File: config.mk
export PLATFORM = sky130hd
export DESIGN_NAME = bcd_updown_counter_n
export DESIGN_NICKNAME = d
export VERILOG_FILES = /design/src/rtl/bcd_pkg.sv /design/src/rtl/bcd_digit_cell.sv /design/src/rtl/bcd_updown_counter_n.sv
export SDC_FILE = /design/constraint.sdc
export NUM_CORES = 1
export LEC_CHECK = 0
export CORE_MARGIN = 3
export CORE_UTILIZATION = 52
export CTS_CLUSTER_DIAMETER = 150
export DETAILED_ROUTE_END_ITERATION = 12
export HOLD_SLACK_MARGIN = 0.02
export PLACE_DENSITY = 0.89
export SLEW_MARGIN = 15
export SYNTH_ARGS = -nofsm -noshare
export SYNTH_HDL_FRONTEND = slang
export SYNTH_SLANG_ARGS = --single-unit
File: constraint.sdc
create_clock -name clk -period 3 [get_ports clk]
set_input_delay 0.3 -clock clk [delete_from_list [all_inputs] [get_ports clk]]
set_output_delay 0.3 -clock clk [all_outputs]
set_load 0.02 [all_outputs]
File: src/rtl/bcd_pkg.sv
// Shared constants and helpers for the BCD counter slice.
package bcd_pkg;

  localparam logic [3:0] BCD_MAX = 4'd9;
  localparam logic [3:0] BCD_MIN = 4'd0;

  // True when a nibble holds a legal decimal digit.
  function automatic bit is_bcd(input logic [3:0] nib);
    return (nib <= BCD_MAX);
  endfunction

endpackage : bcd_pkg

File: src/rtl/bcd_digit_cell.sv
// One BCD digit: load, step up/down with 9<->0 rollover, and extreme-value flags.
module bcd_digit_cell
  import bcd_pkg::*;
(
  input  logic       clk,
  input  logic       clr,
  input  logic       step,
  input  logic       up,
  input  logic       ld,
  input  logic [3:0] d,
  output logic [3:0] q,
  output logic       at_max,
  output logic       at_min
);

  // Digit register: clear > load > step > hold.
  always_ff @(posedge clk or posedge clr) begin
    if (clr) begin
      q <= BCD_MIN;
    end else if (ld) begin
      q <= d;
    end else if (step) begin
      if (up) q <= (q == BCD_MAX) ? BCD_MIN : q + 4'd1;
      else    q <= (q == BCD_MIN) ? BCD_MAX : q - 4'd1;
    end
  end

  assign at_max = (q == BCD_MAX);
  assign at_min = (q == BCD_MIN);

endmodule : bcd_digit_cell

File: src/rtl/bcd_updown_counter_n.sv
// N-digit BCD up/down counter with parallel load, wrap/saturate terminal
// handling, combinational terminal count and a rejected-load pulse.
module bcd_updown_counter_n
  import bcd_pkg::*;
#(
  parameter int DIGITS   = 4,
  parameter bit SATURATE = 1'b0
) (
  input  logic                  clk,
  input  logic                  clr,
  input  logic                  en,
  input  logic                  load,
  input  logic                  up,
  input  logic [4*DIGITS-1:0]   d,
  output logic [4*DIGITS-1:0]   q,
  output logic                  tc,
  output logic                  load_err
);

  logic [DIGITS-1:0] at_max;
  logic [DIGITS-1:0] at_min;
  logic [DIGITS-1:0] step;
  // pref_*[i] = all digits below i are at their extreme; pref_*[DIGITS] covers the whole word.
  logic [DIGITS:0]   pref_max;
  logic [DIGITS:0]   pref_min;
  logic              terminal;
  logic              count_go;
  logic              load_ok;
  logic              ld_digit;

  assign pref_max[0] = 1'b1;
  assign pref_min[0] = 1'b1;

  // A load is only accepted when every digit is decimal; otherwise nothing moves.
  always_comb begin
    load_ok = 1'b1;
    for (int i = 0; i < DIGITS; i++) begin
      if (!is_bcd(d[4*i +: 4])) load_ok = 1'b0;
    end
  end

  assign ld_digit = load & load_ok;
  assign terminal = up ? pref_max[DIGITS] : pref_min[DIGITS];
  // Saturating counters simply refuse to step at the terminal value.
  assign count_go = en & ~load & ~(SATURATE & terminal);
  assign tc       = en & ~load & terminal;

  for (genvar g = 0; g < DIGITS; g++) begin : g_digit
    assign pref_max[g+1] = pref_max[g] & at_max[g];
    assign pref_min[g+1] = pref_min[g] & at_min[g];
    assign step[g]       = count_go & (up ? pref_max[g] : pref_min[g]);

    bcd_digit_cell u_cell (
      .clk    (clk),
      .clr    (clr),
      .step   (step[g]),
      .up     (up),
      .ld     (ld_digit),
      .d      (d[4*g +: 4]),
      .q      (q[4*g +: 4]),
      .at_max (at_max[g]),
      .at_min (at_min[g])
    );
  end

  // Rejected-load flag: high for exactly the cycle after a bad load.
  always_ff @(posedge clk or posedge clr) begin
    if (clr) load_err <= 1'b0;
    else     load_err <= load & ~load_ok;
  end

endmodule : bcd_updown_counter_n

Word-level counts from Yosys, hierarchy flattened
Index checks and enable logic that the tools add are counted.
{"block": "op_classes", "addsub": 8, "magnitude_cmp": 4, "n_eq_ne": 4, "n_mux": 28, "bitwise_logic": 15, "n_reduce_logical": 8}
{"cell": "$mux 4", "count": 20}
{"cell": "$add 4x1->4 const B", "count": 4}
{"cell": "$eq 4x4->1 const B", "count": 4}
{"cell": "$le 4x4->1 const B", "count": 4}
{"cell": "$logic_not 4->1", "count": 4}
{"cell": "$sub 4x1->4 const B", "count": 4}
{"cell": "$and 1x1->1", "count": 13}
{"cell": "$mux 1", "count": 8}
{"cell": "$reduce_bool 2->1", "count": 4}
{"cell": "$not 1->1", "count": 2}
{"block": "totals", "regBits": 17, "in_bits": 21, "output_inout_bits": 18, "elab_cells": 72}

Longest topological paths before layout
{"block": "depth", "depth_word": 7, "mapped_depth": 7, "ltp_nobuf": 5}

Hierarchy
Synthesis repeated with hierarchy kept, for this count alone.
{"block": "unflattened", "cells_unflattened": 195, "area_unflattened_um2": 1471.4}
{"mod": "bcd_digit_cell", "n_inst": 4, "cells_each": 43, "area_each_um2": 324.1, "seq_area_each_um2": 100.1}
{"mod": "bcd_updown_counter_n", "n_inst": 1, "cells_each": 23, "area_each_um2": 175.2, "seq_area_each_um2": 25.0}

Worst setup path after synthesis
OpenSTA, ideal clock, no wires.
{"block": "synth_path", "path_kind": "register to output", "from": "reg g_digit[2].u_cell.q[2]", "to": "out tc", "t_arrival_ps": 1965, "required_time_ps": 2700, "path_slack_ps": 735, "path_stages_with_launch": 5, "n_path_buf": 1, "path_cell_list": "dfrtp_1 -> buf_2 -> nand4bb_1 -> or4_1 -> a221oi_1"}
{"block": "synth_via", "elab_chain_cells": 5, "word_cells_on_any_way": 8, "cone_classes": "1 x eq/ne; 1 x mux; 5 x bitwise; 1 x reduce/logical"}
{"element": "start: declaration", "line": "bcd_digit_cell.sv:11", "source": "output logic [3:0] q,"}
{"element": "start signal: assignment", "line": "bcd_digit_cell.sv:23", "source": "if (up) q <= (q == BCD_MAX) ? BCD_MIN : q + 4'd1;"}
{"element": "start signal: assignment", "line": "bcd_digit_cell.sv:24", "source": "else q <= (q == BCD_MIN) ? BCD_MAX : q - 4'd1;"}
{"element": "$eq 4x4->1 or $logic_not 4->1 (tied branches)", "line": "bcd_digit_cell.sv:28, bcd_digit_cell.sv:29"}
{"element": "$and 1x1->1 (on tied branches) (2 in series)", "line": "bcd_updown_counter_n.sv:49, bcd_updown_counter_n.sv:50"}
{"element": "$mux 1 *", "line": "bcd_updown_counter_n.sv:43", "source": "assign terminal = up ? pref_max[DIGITS] : pref_min[DIGITS];"}
{"element": "$and 1x1->1 *", "line": "bcd_updown_counter_n.sv:46", "source": "assign tc = en & ~load & terminal;"}
{"element": "end: declaration", "line": "bcd_updown_counter_n.sv:16", "source": "output logic tc,"}
Every way passes the cells marked *; elsewhere a longest branch is shown, timed or not.

Final worst setup path
{"block": "layout_path", "from": "reg g_digit[2].u_cell.q[1]", "to": "out tc"}
The elaborated chain is that of the path after synthesis.

==> out/metrics.cfg <==
[outcome]
outcome = finished, final reports clean

[drt]
highest_layer = met4
drc = 0
ant_nets = 0
drtIter0Drc = 50
met2_length_mm = 2.00
vias = 1589
routed_via_density = 6.38
wl_met1_mm = 1.66
wirelength_mm = 4.07
route.met3.wl_microns = 306
wl_per_cell_microns = 16.3
dr.pass1.iters = 4

[pwr]
p_seq_share_pct = 32.0
clkPwrFrac_pct = 8.3
p_per_area_mw_per_mm2 = 848
pwr-share-comb_pct = 59.7
total_power_mw = 1.63
p_int_uw = 875
p_switching_uw = 751
p_leak_nw = 0.750
power_switching_share_pct = 46.2
peakVddDrop_mv = 0.819

[critical_path]
cp_max_fo = 12
start_kind = register
path_buf_inv = 1
slowest_delay_ps = 580
timing_worst_setup_path_type = reg2out
cpMaxStageDelayCell = or4_1
crit_required_ps = 2700
path_cells = nand4bb_1 > or4_1 > a221oi_1 > dlymetal6s2s_1
cp-end-kind = output port
worst_ep_arrival_time_ps = 2300
path_delay_family = simple AND/OR/NAND/NOR gates

[grt]
grt.overflow.total = 0
grt_max_degree = 21
first_global_vias = 1451
antenna_found_initial = 0
grt_usage_pct = 24.2
grt_first_pass_wirelength_mm = 6.49

[clock_network]
clk_path_buf_depth = 2
hold_buffers = 0
clk-insertion-delay-late_ps = 310
clockRootBuffer = clkbuf_4
path_clk_slew_ps = 110
cts_buffers = 3
ctsHtreeMaxLevel = 1
numClockSinks = 17
cts_tree = built

[synth]
synth_nets = 209
synthTopCellsByCount = dfrtp_1 (17), nand2_1 (15), nor2_1 (13)
synth_edf_count = 0
yosysWarnings = 0
synth_top_area_share_pct = 28.7
synthCells = 188
synth_area_per_cell_sq_um = 7.87
async_flop_share_pct = 100
synth_flop_cell = dfrtp_1
synth.distinct_cells = 41
syn_area_sq_mm = 0.00148
ys_ff_latch = 17
synth_largest_area_cell = dfrtp_1
yosysMostFrequentCell = dfrtp_1
yosysSeqAreaShare_pct = 28.7
synth_area_leaders = dfrtp_1 (29%), a221o_1 (8.1%), mux2i_1 (4.7%)

[sta]
fin_skew_ps = 14.0
hold_viol = 0
tightest_slew_ps = 692
slew_headroom_pct = 53.8
tns_ps = 0
fmax_ghz = 0.385
min_period_ps = 2600
finalSetupViolCount = 0
grt_setup_unrepaired = false
min_period_over_period_pct = 86.6
maxSlewViolCount = 0

[finish]
fin_nets = 241
nFillCells = 194
syn2layout_area_growth_pct = 29.5
final-seq-area_sq_um = 427
multiInputGateArea_sq_um = 957
drive_gt1_share_pct = 7.31
antennaDiodeCount = 0

[floorplanning]
rows = 18
start_util_pct = 57.1
die_w_microns = 59.4
die_height_microns = 59.4
fp.dieArea_sq_mm = 0.00352
pin_count = 39
core_sq_mm = 0.00259

[placed_design]
portBuffers = 38
gp_congestion = 0.873
dp_hpwl_mm = 3.02

[hold_path]
worst_hold_path_type = in2async

[job]
maxCapViolCount = 0

## cell type report
class	count	area share, %
inverter	3	0.587
timing repair buffer	48	23.9
tap	30	1.96
sequential	17	22.3
multi-input combinational	147	49.9
clock buffer	4	1.37
## power groups by stage
stage	Sequential (mW)	Combinational (mW)	Clock, mW
2_1_floorplan	0.511	0.625	0
3_3_place_gp	0.503	0.941	0
3_5_place_dp	0.517	0.968	0
4_1_cts	0.512	0.973	0.136
5_1_grt	0.539	1.06	0.144
6_report	0.520	0.971	0.135
## kinds of logic after synthesis
family | synth area share, %
AO/OA/AOI/OAI | 27.0
XOR/XNOR | 5.92
buffers and inverters | 6.59
flip-flops | 28.7
multiplexers | 5.49
AND/OR/NAND/NOR | 26.3
## sequential cells by signal, summed over array words and instances (netlist names)
| name | count |
|---|---|
| g_digit.u_cell.q | 16 |
| load_err | 1 |
## cell usage in the layout, fill, tap and decap left out, types with 3 or more instances in the layout
cell type	count
nand3_1	8
nor2_1	13
clkdlybuf4s50_1	37
nor3_1	7
clkbuf_4	3
a31oi_1	3
or4_1	3
mux2i_1	7
nor2b_1	4
dfrtp_1	16
nand2b_1	7
a21oi_1	6
buf_4	10
o211ai_1	3
o21ai_1	10
o21ai_0	10
xnor2_1	7
a221o_1	12
xor2_1	3
nand2_1	15
nor4_1	4
inv_1	3
## worst register-to-register path: cells and delay by family, from the launching register on
| kind | cells | cell delay, ps |
|---|---|---|
| and+or+nand+nor | 2 | 850 |
| DFF | 1 | 540 |
| AOI/OAI and AO/OA | 3 | 720 |
## what timing repair did
item | CTS | global route
setup endpoints to repair | 0 | 1
endpoints found under the hold margin | 0 | 0
setup buffers | 0 | 0
gates resized for setup | 0 | 2
## metal layers
layer / global-route usage [%] / vias up
li1: - / 764
met1: 28.2 / 752
met2: 40.9 / 61
met3: 7.41 / 12
met4: 9.71 / 0
met5: 0 / -
## per-stage QoR
step | cell area, sq um | cells | hold WS [ps] | util (%) | setup slack [ps]
5_1_grt | 1920 | 249 | 420 | 74.0 | 301
3_3_place_gp | 1890 | 245 | 668 | 72.9 | 194
2_1_floorplan | 1480 | 188 | 226 | - | 735
6_report | 1920 | 249 | 380 | 74.0 | 402
3_5_place_dp | 1890 | 245 | 683 | 72.9 | 145
4_1_cts | 1910 | 249 | 409 | 73.9 | 20.8
## path summary, 6_finish.rpt
kind                                               startpoint                            endpoint  slack (ps)  depth (start not counted)
setup / recovery           g_digit[2].u_cell.q[1]$_DFFE_PP0P_                                  tc         400                          4
min in group clk                                         d[8]  g_digit[2].u_cell.q[0]$_DFFE_PP0P_         510                          3
hold reg to reg            g_digit[0].u_cell.q[0]$_DFFE_PP0P_  g_digit[0].u_cell.q[0]$_DFFE_PP0P_         710                          2
max in group asynchronous                                 clr  g_digit[2].u_cell.q[0]$_DFFE_PP0P_        2140                          2
hold / removal                                            clr  g_digit[1].u_cell.q[0]$_DFFE_PP0P_         380                          2
setup reg to reg           g_digit[2].u_cell.q[1]$_DFFE_PP0P_  g_digit[3].u_cell.q[3]$_DFFE_PP0P_         780                          5
(Power assumes the default switching activity.)
